**config.mk**
```make
export PLATFORM = sky130hd
export DESIGN_NAME = rr_arbiter5
export DESIGN_NICKNAME = d
export VERILOG_FILES = /design/src/rtl/rr_arbiter5.sv
export SDC_FILE = /design/constraint.sdc
export NUM_CORES = 1
export LEC_CHECK = 0
export CAP_MARGIN = 20
export CORE_AREA = 2 2 90 92
export DETAILED_ROUTE_END_ITERATION = 8
export DIE_AREA = 0 0 92 94
export DONT_BUFFER_PORTS = 1
export HOLD_SLACK_MARGIN = 0.02
export SETUP_SLACK_MARGIN = 0.5
export SLEW_MARGIN = 30
export SYNTH_ARGS = -nofsm -noshare
export SYNTH_HDL_FRONTEND = slang
export SYNTH_SLANG_ARGS = --single-unit
```
**constraint.sdc**
```tcl
create_clock -name clk -period 8.95 [get_ports clk]
set_clock_uncertainty 0.05 [all_clocks]
set_input_delay 1.79 -clock clk [delete_from_list [all_inputs] [get_ports clk]]
set_output_delay 1.79 -clock clk [all_outputs]
set_load 0.05 [all_outputs]
```
**src/rtl/rr_arbiter5.sv**
```systemverilog
// rr_arbiter5: five-way round-robin arbiter with hold limit.
// One-hot registered grant, one dead cycle between owners.
module rr_arbiter5 #(
   parameter int HOLD_MAX = 16
) (
   input  logic       clk,
   input  logic       reset,
   input  logic [4:0] req,
   output logic [4:0] gnt,
   output logic [2:0] gnt_id,
   output logic       busy,
   output logic       timeout
);

   typedef enum logic [1:0] {
      IDLE,
      GRANT,
      GAP
   } state_t;

   localparam logic [7:0] HOLD_LAST = 8'(HOLD_MAX - 1);
   localparam bit         LIMIT_EN  = (HOLD_MAX != 0);

   state_t     state_q;
   logic [2:0] ptr_q;
   logic [2:0] owner_q;
   logic [7:0] cnt_q;
   logic [4:0] gnt_q;
   logic [2:0] gnt_id_q;
   logic       busy_q;
   logic       timeout_q;

   logic       any_req;
   logic [2:0] win;
   logic       found;
   logic [3:0] idx;
   logic [2:0] ptr_d;

   // Pending-request term: NAND of the inverted request lines.
   assign any_req = ~&(~req);

   // Rotating scan from ptr; the first asserted request wins.
   always_comb begin
      win   = ptr_q;
      found = 1'b0;
      idx   = 4'd0;
      for (int i = 0; i < 5; i++) begin
         idx = {1'b0, ptr_q} + 4'(i);
         if (idx >= 4'd5) idx = idx - 4'd5;
         if (!found && req[idx[2:0]]) begin
            win   = idx[2:0];
            found = 1'b1;
         end
      end
   end

   // After a release the old owner drops to lowest priority.
   assign ptr_d = (owner_q == 3'd4) ? 3'd0 : owner_q + 3'd1;

   // Arbitration FSM with all outputs registered.
   always_ff @(posedge clk) begin
      if (reset) begin
         state_q   <= IDLE;
         ptr_q     <= 3'd0;
         owner_q   <= 3'd0;
         cnt_q     <= 8'd0;
         gnt_q     <= 5'd0;
         gnt_id_q  <= 3'b111;
         busy_q    <= 1'b0;
         timeout_q <= 1'b0;
      end else begin
         timeout_q <= 1'b0;
         unique case (state_q)
            IDLE, GAP: begin
               if (any_req) begin
                  state_q  <= GRANT;
                  owner_q  <= win;
                  cnt_q    <= 8'd0;
                  gnt_q    <= 5'd1 << win;
                  gnt_id_q <= win;
                  busy_q   <= 1'b1;
               end else begin
                  state_q  <= IDLE;
                  gnt_q    <= 5'd0;
                  gnt_id_q <= 3'b111;
                  busy_q   <= 1'b0;
               end
            end
            GRANT: begin
               if (!req[owner_q]) begin
                  state_q  <= GAP;
                  ptr_q    <= ptr_d;
                  gnt_q    <= 5'd0;
                  gnt_id_q <= 3'b111;
               end else if (LIMIT_EN && cnt_q == HOLD_LAST) begin
                  state_q   <= GAP;
                  ptr_q     <= ptr_d;
                  gnt_q     <= 5'd0;
                  gnt_id_q  <= 3'b111;
                  timeout_q <= 1'b1;
               end else begin
                  cnt_q <= cnt_q + 8'd1;
               end
            end
            default: state_q <= IDLE;
         endcase
      end
   end

   assign gnt     = gnt_q;
   assign gnt_id  = gnt_id_q;
   assign busy    = busy_q;
   assign timeout = timeout_q;

endmodule

```
==> impl_results.md <==
- Status: completed
- Die area: 8650 µm²
- Sequential share of the synthesized area: 23.3%
- Fraction of registers with async set or reset after synthesis: 0%
- Die W: 92 µm
- Core Footprint: 7610 µm²
- Most common cell in the synthesized netlist: nand2_1
- Layout cells sized above 1: 9.33%
- Worst slew margin: 33.4%
- Initial Utilization: 29.4%
- Iteration-0 DRC Markers: 147
- IO Count: 17
- Unrepaired setup endpoints after global routing: false
- Worst setup path class: flip-flop to flip-flop
- # hold bufs at CTS: 0
- Post-route design area: 2380 µm²
- Syn_nets: 294
- Pre-antenna DRT Iters: 4
- Largest net degree at the start of global routing: 23
- Placed instance area: 2310 µm²
- Syn Inst Count: 275
- Max-slew violation count: 0
- Port-buffer cells: 0
- CP Data Arrival Time: 4070 ps
- Clock latency on the worst-skew pair: 270 ps
- Final Cycle Share: 43.9%
- Drt wl/cell: 14.7 µm
- Vert. Die Dim: 94 µm
- Tot Pwr: 0.000664 W
- DR vias/cell: 5.47
- DRC viols: 0
- Synth area leader: dfxtp_1
- Final WL: 5420 µm
- CTS max path bufs: 2
- Post-CTS setup buffers: 0
- Nets@finish: 288
- Seq. cell area: 520 µm²
- LEAKAGE: 0.906 nW
- GR Overflow Total: 0
- PD cells: 279 nW/µm²
- Antenna violations before repair: 0
- Number of cell rows: 32
- Final hold violation count: 0
- CP Capture Type: flip-flop
- Total track usage: 12.8%
- #FFs+latches synth: 26
- Period minus WS final: 3930 ps
- CTS sink count: 26
- Area of the multi-input gates: 1610 µm²
- CTS buffer count: 3
- Reg clk slew, reported paths: 90 ps
- Worst path required time: 9090 ps
- Final GP Congestion: 0.859
- Area Overhead vs Synth: 6.67%
- TritonCTS clock tree: built
- Detail Route Antenna Nets: 0
- Avg Cell Area, Syn: 8.12 µm²
- Maximum fanout along the worst path: 16
- Number of synthesized flops with an enable pin: 0
- Vias in the first global route: 1,934
- Setup crit start kind: flip-flop
- Hold Crit Class: flip-flop to flip-flop
- Main synth FF type: dfxtp_1
- Max Cap Viol: 0
- Number of diodes: 0
- Netlist cell types: 65
- Root Driver: clkbuf_8
- DR vias: 2,023
- First-pass GRT wire length: 9090 µm
- Synth top area cells: dfxtp_1, ha_1, mux4_2, nand2_1, nor2_1
- Reg2Reg Setup Slack: 5020 ps
- Yosys top cell area share: 23.3%
- Max IR drop VDD: 0.149 mV
- F_max: 254 MHz
- Post-DP HPWL: 4160 µm
- Commonest cells in the netlist: nand2_1, dfxtp_1, nor2_1
- Final setup fails: 0
- Post-cts resize count: 0
- Fin Setup TNS: 0 ps
- Fill count: 849
- H-tree Lvls: 1
- Synth Cell Area: 2230 µm²
- Yosys warns: 0
- Worst Tran Pin Value: 973 ps
area by class of cell:
| class | instances | share of cell area (%) |
|---|---|---|
| repair buffers | 1 | 0.315 |
| clock buffers | 3 | 1.73 |
| well taps | 102 | 5.36 |
| inverters | 12 | 1.89 |
| flip-flops and latches | 26 | 21.8 |
| multi-input cells | 225 | 67.6 |
| clock inverters | 1 | 1.26 |
critical path: stages, from the launching register on:
cell and delay [ps]:
dfxtp_1 690, inv_1 230, ha_1 730, mux4_2 570, o21ai_0 110, a32oi_1 150, a31oi_1 380, nand3_2 140
o311a_1 370, o21a_1 170, o31ai_1 250
routing by layer:
| layer | up-vias | GRT usage, % | routed length (µm) | share of wire (%) |
|---|---|---|---|---|
| met5 | - | 0 | 0 | 0 |
| met4 | 0 | 3.98 | 79 | 1.5 |
| met3 | 8 | 1.77 | 254 | 4.7 |
| met2 | 47 | 22.3 | 2600 | 48 |
| met1 | 958 | 16.3 | 2490 | 46 |
| li1 | 1010 | - | - | - |
stage by stage:
stage	setup slack, ps	util, %	instances	hold slack [ps]
2_1_floorplan	4970	-	275	421
3_3_place_gp	5010	30.4	366	438
3_5_place_dp	4970	30.4	366	443
4_1_cts	5030	31.3	370	459
5_1_grt	4790	31.3	370	474
6_report	5020	31.3	370	455
where the power goes:
| part | internal (W) | switching (W) |
|---|---|---|
| Combinational | 0.000149 | 0.000215 |
| Clock | 0.0000598 | 0.0000369 |
| Sequential | 0.000137 | 0.0000658 |
state kept, by name, summed over array words and instances (netlist names):
signal and count:
state_q 2, gnt 5, busy 1, ptr_q 3, gnt_id 3, timeout 1
owner_q 3, cnt_q 8
cells by family (layout without fill, tap and decap cells):
logic type | Yosys count | after routing | synth area share, %
AND/OR/NAND/NOR | 108 | 108 | 24.5
adder cells (fa/ha/maj) | 12 | 12 | 7.06
buffers and inverters | 24 | 17 | 4.59
flip-flops | 26 | 26 | 23.3
XOR/XNOR | 6 | 6 | 2.35
AO/OA/AOI/OAI | 81 | 81 | 26.3
multiplexers | 18 | 18 | 11.8
worst paths after layout:
check / from / to / cells after the start
worst max-delay path: ptr_q[1] / gnt[1] / 10
worst max register to register: ptr_q[1] / gnt[1] / 10
worst min-delay path: cnt_q[1] / cnt_q[1] / 2
worst min register to register: cnt_q[1] / cnt_q[1] / 2
layout by cell type (no fill, tap or decap), types with 2 or more instances in the layout:
cell,instances
a211oi_1,3
o21a_1,2
a211o_1,3
nor2b_1,7
inv_1,11
mux4_2,6
nand3b_1,2
nor3_1,3
and3b_1,2
nand2_1,29
nand4_1,3
or3_1,4
o31ai_1,4
a31oi_1,6
a21oi_1,17
a32oi_1,2
nor4b_1,2
dfxtp_1,26
clkbuf_8,3
mux2_2,3
or2_2,3
and3_1,3
mux2i_1,8
a221o_1,2
ha_1,11
o211a_1,3
o21ai_1,4
nor4_1,2
o21ai_0,9
nand3_1,10
nand2b_1,8
a21o_1,6
nor2_1,24
o21bai_1,3
xor2_1,3
xnor2_1,3
No activity file was read; power rests on OpenSTA's default activity.
